==> src/rtl/config_pkg.sv <==
// Shared types and timing constants for the rowwise FU scheduler.
// D is the nominal FU latency in RUN cycles.
package config_pkg;

  localparam int unsigned D = 4;

  localparam logic [1:0] S_IDLE     = 2'd0;
  localparam logic [1:0] S_ISSUE    = 2'd1;
  localparam logic [1:0] S_RUN      = 2'd2;
  localparam logic [1:0] S_COMPLETE = 2'd3;

  typedef enum logic [1:0] {
    OP_ADD = 2'd0,
    OP_SUB = 2'd1,
    OP_MUL = 2'd2,
    OP_MAX = 2'd3
  } operation_t;

  typedef enum logic [1:0] {
    IDLE     = S_IDLE,
    ISSUE    = S_ISSUE,
    RUN      = S_RUN,
    COMPLETE = S_COMPLETE
  } sched_state_t;

endpackage

==> src/rtl/rr_arbiter.sv <==
// Round-robin arbiter: one-hot grant to the first requester at or above
// ptr_i, wrapping to the lowest requester when none is found above.
module rr_arbiter #(
  parameter int unsigned N     = 4,
  parameter int unsigned PTR_W = 2
) (
  input  logic [N-1:0]     req_i,
  input  logic [PTR_W-1:0] ptr_i,
  output logic [N-1:0]     grant_o
);

  logic [N-1:0] masked;
  logic [N-1:0] cand;

  always_comb begin
    masked = '0;
    for (int i = 0; i < int'(N); i++) begin
      masked[i] = req_i[i] && (i >= int'(ptr_i));
    end
    cand    = (|masked) ? masked : req_i;
    // isolate the lowest set bit
    grant_o = cand & (~cand + {{(N-1){1'b0}}, 1'b1});
  end

endmodule

==> src/rtl/rowwise_scheduler.sv <==
// Shares one rowwise FU among NUM_REQ requesters: IDLE -> ISSUE -> RUN -> COMPLETE.
// Optional RUN watchdog with error_o when ROWWISE_SCHED_WATCHDOG_EN is defined.
//
// state    | meaning
// IDLE     | arbitrate, accept at most one command and latch it
// ISSUE    | present fu_in_valid_o until the FU takes the command
// RUN      | wait for FU completion (fu_in_ready_i), first cycle ignored
// COMPLETE | pulse done_o to the owner, advance the round-robin pointer
module rowwise_scheduler
  import config_pkg::*;
#(
  parameter int unsigned NUM_REQ = 4,
  parameter int unsigned BANK_W  = 3
) (
  input  logic                           clk_i,
  input  logic                           rst_i,
  input  logic [NUM_REQ-1:0]             req_valid_i,
  output logic [NUM_REQ-1:0]             req_ready_o,
  input  operation_t [NUM_REQ-1:0]       req_op_i,
  input  logic [NUM_REQ-1:0][BANK_W-1:0] req_src1_i,
  input  logic [NUM_REQ-1:0][BANK_W-1:0] req_src2_i,
  input  logic [NUM_REQ-1:0][BANK_W-1:0] req_dst_i,
  output logic [NUM_REQ-1:0]             done_o,
  output logic                           fu_in_valid_o,
  input  logic                           fu_in_ready_i,
  output operation_t                     fu_operation_o,
  output logic [BANK_W-1:0]              src1_sel_o,
  output logic [BANK_W-1:0]              src2_sel_o,
  output logic [BANK_W-1:0]              dst_sel_o,
`ifdef ROWWISE_SCHED_WATCHDOG_EN
  output logic                           error_o,
`endif
  output logic                           busy_o
);

  localparam int unsigned PTR_W = (NUM_REQ > 1) ? $clog2(NUM_REQ) : 1;

  sched_state_t      state_q, state_d;
  logic [PTR_W-1:0]  rr_ptr_q, rr_ptr_d;
  logic [PTR_W-1:0]  idx_q, idx_d;
  operation_t        op_q, op_d;
  logic [BANK_W-1:0] src1_q, src1_d;
  logic [BANK_W-1:0] src2_q, src2_d;
  logic [BANK_W-1:0] dst_q, dst_d;
  logic              first_q, first_d;

  logic [NUM_REQ-1:0] grant;
  logic [PTR_W-1:0]   gnt_idx;
  logic [PTR_W-1:0]   nxt_ptr;

`ifdef ROWWISE_SCHED_WATCHDOG_EN
  localparam int unsigned WD_W = $clog2(2 * D + 1);
  localparam logic [WD_W-1:0] WD_LOAD = WD_W'(2 * D);
  logic [WD_W-1:0] wd_q, wd_d;
`endif

  rr_arbiter #(
    .N     (NUM_REQ),
    .PTR_W (PTR_W)
  ) u_rr_arbiter (
    .req_i   (req_valid_i),
    .ptr_i   (rr_ptr_q),
    .grant_o (grant)
  );

  always_comb begin
    gnt_idx = '0;
    for (int i = 0; i < int'(NUM_REQ); i++) begin
      if (grant[i]) gnt_idx = PTR_W'(i);
    end
  end

  assign nxt_ptr = (idx_q == PTR_W'(NUM_REQ - 1)) ? '0 : idx_q + 1'b1;

  always_comb begin
    state_d  = state_q;
    rr_ptr_d = rr_ptr_q;
    idx_d    = idx_q;
    op_d     = op_q;
    src1_d   = src1_q;
    src2_d   = src2_q;
    dst_d    = dst_q;
    first_d  = first_q;
`ifdef ROWWISE_SCHED_WATCHDOG_EN
    wd_d     = wd_q;
    error_o  = 1'b0;
`endif
    case (state_q)
      IDLE: begin
        if (|req_valid_i) begin
          idx_d   = gnt_idx;
          op_d    = req_op_i[gnt_idx];
          src1_d  = req_src1_i[gnt_idx];
          src2_d  = req_src2_i[gnt_idx];
          dst_d   = req_dst_i[gnt_idx];
          state_d = ISSUE;
        end
      end
      ISSUE: begin
        if (fu_in_ready_i) begin
          state_d = RUN;
          first_d = 1'b1;
`ifdef ROWWISE_SCHED_WATCHDOG_EN
          wd_d    = WD_LOAD;
`endif
        end
      end
      RUN: begin
        first_d = 1'b0;
        // fu_in_ready_i in the first RUN cycle is the tail of the start handshake
        if (!first_q && fu_in_ready_i) begin
          state_d = COMPLETE;
        end
`ifdef ROWWISE_SCHED_WATCHDOG_EN
        else if (wd_q == '0) begin
          error_o  = 1'b1;
          rr_ptr_d = nxt_ptr;
          state_d  = IDLE;
        end else begin
          wd_d = wd_q - 1'b1;
        end
`endif
      end
      COMPLETE: begin
        rr_ptr_d = nxt_ptr;
        state_d  = IDLE;
      end
      default: state_d = IDLE;
    endcase
  end

  always_ff @(posedge clk_i or posedge rst_i) begin
    if (rst_i) begin
      state_q  <= IDLE;
      rr_ptr_q <= '0;
      idx_q    <= '0;
      op_q     <= OP_ADD;
      src1_q   <= '0;
      src2_q   <= '0;
      dst_q    <= '0;
      first_q  <= 1'b0;
`ifdef ROWWISE_SCHED_WATCHDOG_EN
      wd_q     <= '0;
`endif
    end else begin
      state_q  <= state_d;
      rr_ptr_q <= rr_ptr_d;
      idx_q    <= idx_d;
      op_q     <= op_d;
      src1_q   <= src1_d;
      src2_q   <= src2_d;
      dst_q    <= dst_d;
      first_q  <= first_d;
`ifdef ROWWISE_SCHED_WATCHDOG_EN
      wd_q     <= wd_d;
`endif
    end
  end

  // grant is combinational from req_valid_i, so it must be masked during reset
  assign req_ready_o = (state_q == IDLE && !rst_i) ? grant : '0;

  always_comb begin
    done_o = '0;
    if (state_q == COMPLETE) done_o[idx_q] = 1'b1;
  end

  assign fu_in_valid_o  = (state_q == ISSUE);
  assign busy_o         = (state_q != IDLE);
  assign fu_operation_o = op_q;
  assign src1_sel_o     = src1_q;
  assign src2_sel_o     = src2_q;
  assign dst_sel_o      = dst_q;

endmodule

==> config.mk <==
export PLATFORM = sky130hd
export DESIGN_NAME = rowwise_scheduler
export DESIGN_NICKNAME = d
export VERILOG_FILES = /design/src/rtl/config_pkg.sv /design/src/rtl/rr_arbiter.sv /design/src/rtl/rowwise_scheduler.sv
export SDC_FILE = /design/constraint.sdc
export NUM_CORES = 1
export LEC_CHECK = 0
export ABC_AREA = 1
export BUFFER_PORTS_ARGS = -buffer_cell sky130_fd_sc_hd__buf_4
export CAP_MARGIN = 20
export CORE_ASPECT_RATIO = 0.8
export CORE_MARGIN = 3
export CORE_UTILIZATION = 40
export DETAILED_ROUTE_END_ITERATION = 16
export PLACE_DENSITY = 0.71
export SYNTH_ARGS = -nofsm -noshare
export SYNTH_HDL_FRONTEND = slang
export SYNTH_SLANG_ARGS = --single-unit
==> constraint.sdc <==
create_clock -name clk_i -period 1.8 [get_ports clk_i]
set_input_delay 0.36 -clock clk_i [delete_from_list [all_inputs] [get_ports clk_i]]
set_output_delay 0.36 -clock clk_i [all_outputs]
set_load 0.005 [all_outputs]
== Word-level counts from Yosys, hierarchy flattened ==
Cells that the tools add are included.
Cells by class
  bitwise operators: 2
  multiplexer cells: 23
  add/subtract/negate cells: 2
  reductions and logical operators: 16
  $lt $le $gt $ge: 6
  shift-type cells: 0
  multiply operators: 0
  div/mod/pow operators: 0
  equal/unequal tests: 7
Operators by type and width (number)
  $bmux 3 s2: 3
  $mux 2: 7
  $mux 3: 4
  $mux 4: 2
  $pmux 2 s4: 1
  $reduce_or 4->1: 2
  $eq 2x2->1 const B: 3
  $logic_and 1x1->1: 6
  $lt 2x3->1 const B: 2
  $add 4x1->4 const B: 1
  $and 4x4->4: 1
  $bmux 2 s2: 1
  $ge 1x2->1 const A: 2
  $ne 2x2->1 const B: 2
  $not 4->4: 1
  $reduce_and 2->1: 2
  $reduce_bool 2->1: 2
  $mux 1: 3
  $reduce_and 3->1: 1
  $add 2x1->2 const B: 1
  $demux 1 s2: 1
  $eq 2x1->1 const B: 1
  $ge 2x1->1 const B: 1
  $ge 2x2->1 const A: 1
  other kinds (4): 5
Storage, ports and cells
  memories: 0
  word-level logic and storage cells: 64
  latch bits: 0
  RAM bits: 0
  input bits: 51
  register bits: 18
  bits in read-only memories: 0

== Depth between registers and ports, before layout ==
  depth after elaboration: 12
  gate-level depth with buffers: 13
  gate-level depth less buffers: 12

== Hierarchy ==
From an unflattened synthesis, not the netlist that was laid out.
Second synthesis, totals
  cells, all modules: 268
  area, all modules: 1587.8 um^2
Modules (own cells, without submodules)
  rowwise_scheduler: area each 1511.4 um^2, times used 1, cells an instance 250, seq. area each 450.4 um^2
  rr_arbiter: area each 76.3 um^2, times used 1, cells an instance 18, seq. area each 0.0 um^2

== Worst setup path after synthesis ==
Ideal clock, no wire load.
  path type: reg-to-output
  from: register rr_ptr_q[1]
  to: output req_ready_o[3]
  arrival time: 1.208 ns
  stages on the path, launching flop included: 9
  required time: 1.440 ns
  slack: 0.232 ns
  cells stage by stage: dfrtp_1 > inv_2 > nand3_1 > nand3_1 > nand2_1 > nor2_1 > nand3_2 > buf_2 > nor2_1
On the way
  cells in the longest elaborated chain, start to end: 8
Ends and longest elaborated chain
  start: declaration: line rowwise_scheduler.sv:39  | logic [PTR_W-1:0] rr_ptr_q, rr_ptr_d;
  start signal: assignment: line rowwise_scheduler.sv:147  | rr_ptr_q <= rr_ptr_d;
  $ge 1x2->1 / $ge 2x2->1 (equally long branches): line rr_arbiter.sv:18  | masked[i] = req_i[i] && (i >= int'(ptr_i));
  $logic_and 1x1->1: line rr_arbiter.sv:18
  $reduce_or 4->1: line rr_arbiter.sv:20  | cand = (|masked) ? masked : req_i;
  $mux 3 *: line rr_arbiter.sv:20
  $not 4->4 *: line rr_arbiter.sv:22  | grant_o = cand & (~cand + {{(N-1){1'b0}}, 1'b1});
  $add 4x1->4 *: line rr_arbiter.sv:22
  $and 4x4->4 *: line rr_arbiter.sv:22
  $mux 4 *: line rowwise_scheduler.sv:161  | assign req_ready_o = (state_q == IDLE && !rst_i) ? grant : '0;
  end: declaration: line rowwise_scheduler.sv:18  | output logic [NUM_REQ-1:0] req_ready_o,
Mark *: on every way between the ends. The rest lies on a longest branch, timed or not.

== Worst setup path in the final report ==
Ends and elaborated chain as after synthesis.

==> reports/metrics.yaml <==
fillers: 297
cts_tree: "done"
vias: 1820
crit_path_start_kind: "register"
violations: "negative setup slack"
layoutNonFillerInstCount: 390
rows: 19
wl_met3_um: 364
hold_viol: 0
path_class: "register to output pin"
cp.arrival_ns: 1.46
hpwl_um: 3390
root_buffer: "clkbuf_8"
path_buf_inv: 2
initial_core_util_pct: 43.4
cts.sink_count: 18
grt_pass1_vias: 1461
yosys_warnings: 0
via_per_inst: 4.67
cp-end-kind: "output pin"
worst_clock_skew_ns: 0.00568
drc: 0
nNetsFinal: 398
synth_edf_count: 0
cts_buffers: 3
die-area_um2: 4680
grt_use_total_pct: 18.8
synthFlopType: "dfrtp_1"
fin_crit_ns: 1.82
wirelength_um: 4840
syn_inst: 260
wl_per_cell_um: 12.4
seqCellArea_um2: 450
synth-seq-cells: 18
ys_types: 19
critPathTopFamily: "simple AND/OR/NAND/NOR gates"
worst_slack_ns: -0.0161
clockPowerShare_pct: 10.2
overflow: 0
wl_met1_um: 2260
die_y_um: 61.8
area_growth_pct: 60.5
core_region_area_um2: 3590
path_clk_slew_ns: 0.07
rsz0062_at_grt: "true"
setup_viol: 3
clkLatencyLatePin_ns: 0.26
drive_gt1_share_pct: 39.9
p_int_mw: 1.81
diodes: 0
vdd_drop_max_v: 0.000561
status: "finished, violations left"
multi_input_area_um2: 987
p_leak_nw: 1.54
powerDensity_nw_per_um2: 1330
drt-pass1-iter-count: 4
routed-wl-met2_um: 2160
mappedNetlistNets: 319
async_reset_ff_share_pct: 100
cpMaxStageDelayCell: "dfrtp_1"
netlist_area_um2: 1560
port_buffers: 71
cp_cell_sequence: "inv_2, nand3_2, nand3_1, nand2_2, nor2_2, nand3_2, nor2_2, buf_4"
grt_pass1_wl_um: 6740
ctsHoldBuffers: 0
relSlewSlack_pct: 71.4
seqPwrFrac_pct: 22.4
htree_levels: 1
max_stage_delay_ns: 0.41
synth_top_area_share_pct: 28.9
maxUsedRoutingLayer: "met4"
p_sw_share_pct: 45.5
switching_power_mw: 1.51
drtAntennaViolNets: 0
finish.utilization_pct: 69.6
antenna_found_initial: 0
syn_area_per_cell_um2: 5.99
finalMaxSlewViolations: 0
tightest_slew_ns: 0.426
cap_violations: 0
dp.cells: 381
routabilityCongestion: 0.838
die-width_um: 75.7
tns_ns: -0.0408
ctsLongestPathBuffers: 2
combPwrFrac_pct: 67.5
io_pins: 72
crit_required_ns: 1.44
yosysSeqAreaShare_pct: 28.9
cp_max_fo: 4
period_share_pct: 101
yosys-top-cells-area: "dfrtp_1 (29%), nand2_1 (21%), nand3_1 (15%), inv_1 (14%), ha_1 (6.4%)"
fmax_mhz: 551
grt_max_degree: 24
hold_class: "input port to asynchronous set/reset pin"
drt_iter0_markers: 120
synth_area_leader_cell: "dfrtp_1"
registers in the layout, indices dropped and copies added, names as in the netlist:
| name | cells |
|---|---|
| idx_q | 2 |
| fu_operation_o | 2 |
| rr_ptr_q | 2 |
| src1_sel_o | 3 |
| src2_sel_o | 3 |
| first_q | 1 |
| dst_sel_o | 3 |
| state_q | 2 |
placed cells by master, fill, tap and decap left out, types with 5 or more instances in the layout:
master and count:
ha_1 7, nand3_2 15, inv_1 59, nand2_2 14, dfrtp_1 18, nand2_4 9, buf_4 77, nor2_1 8
nand2_1 67, nand3_1 33, o21ai_0 5
power by group through the flow:
stage	clock network (mW)	logic (mW)	registers [mW]
after floorplan	0	1.14	0.727
after global placement	0	1.78	0.742
after detailed placement	0	1.79	0.748
after CTS	0.344	1.82	0.742
after global routing	0.355	2.50	0.772
final	0.339	2.24	0.744
timing repair:
| action | in CTS | in global routing |
|---|---|---|
| resized for setup | 3 | 49 |
| buffers inserted | 1 | 1 |
| cloned | 0 | 3 |
| pin swaps | 1 | 17 |
| endpoints found under the setup margin | 1 | 15 |
worst register-to-register path: stages (launching register included):
cell and delay [ns]:
dfrtp_1 0.41, inv_2 0.10, nand3_2 0.07, nand3_1 0.10
nand2_2 0.08, nor2_2 0.12, nand3_2 0.11, buf_6 0.16
nand2_8 0.09, clkbuf_16 0.17, nand2_2 0.05, nand3_1 0.07
nand2_1 0.06, nand2_1 0.06, nand2_1 0.05
stage by stage:
stage	hold slack (ns)	total power [mW]	setup WS, ns	instance area, um^2
after floorplan	0.307	1.87	0.232	1560
after global placement	0.455	2.52	0.117	2170
after detailed placement	0.450	2.54	0.118	2170
after CTS	0.168	2.90	0.0128	2240
after global routing	0.215	3.63	-0.105	2500
final	0.178	3.33	-0.0161	2500
metal layers:
layer | up-vias | GRT usage (%)
li1 | 931 | -
met1 | 797 | 29.4
met2 | 81 | 27.0
met3 | 11 | 3.70
met4 | 0 | 2.99
met5 | - | 0
cell families (layout without fill, tap and decap cells):
group / Yosys count / in the layout / share of synthesized area (%)
flip-flops: 18 / 18 / 28.9
AO/OA/AOI/OAI: 9 / 9 / 3.13
buffers and inverters: 73 / 151 / 19.6
adder cells (fa/ha/maj): 8 / 8 / 6.43
AND/OR/NAND/NOR: 152 / 152 / 41.9
Yosys cell counts (2+ instances only):
master and instances:
a21oi_1 3, buf_2 4, buf_6 3, clkbuf_1 2
dfrtp_1 18, ha_1 8, inv_1 60, inv_2 3
nand2_1 87, nand2_2 4, nand3_1 47, nor2_1 10
o21ai_0 5
area by class of cell:
| cell class | count | area share [%] |
|---|---|---|
| Timing Repair Buffer | 84 | 28.1 |
| Inverter | 63 | 9.56 |
| Clock buffer | 4 | 2.20 |
| Multi-Input combinational cell | 169 | 39.5 |
| Sequential cell | 18 | 18.0 |
| Tap cell | 52 | 2.60 |
path summary, 6_finish.rpt:
| path | from | to | slack, ns | cells after the start |
|---|---|---|---|---|
| worst max-delay path | rr_ptr_q[1]$_DFFE_PP0P_ | req_ready_o[3] | -0.02 | 8 |
| worst max register to register | rr_ptr_q[1]$_DFFE_PP0P_ | src1_sel_o[2]$_DFFE_PP0P_ | 0 | 14 |
| worst min-delay path | rst_i | dst_sel_o[0]$_DFFE_PP0P_ | 0.18 | 3 |
| min in group clk_i | fu_in_ready_i | first_q$_DFFE_PP0P_ | 0.40 | 4 |
| max in group asynchronous | rst_i | src2_sel_o[0]$_DFFE_PP0P_ | 1.42 | 3 |
| worst min register to register | src2_sel_o[1]$_DFFE_PP0P_ | src2_sel_o[1]$_DFFE_PP0P_ | 0.48 | 2 |
No activity file was read; power rests on OpenSTA's default activity.
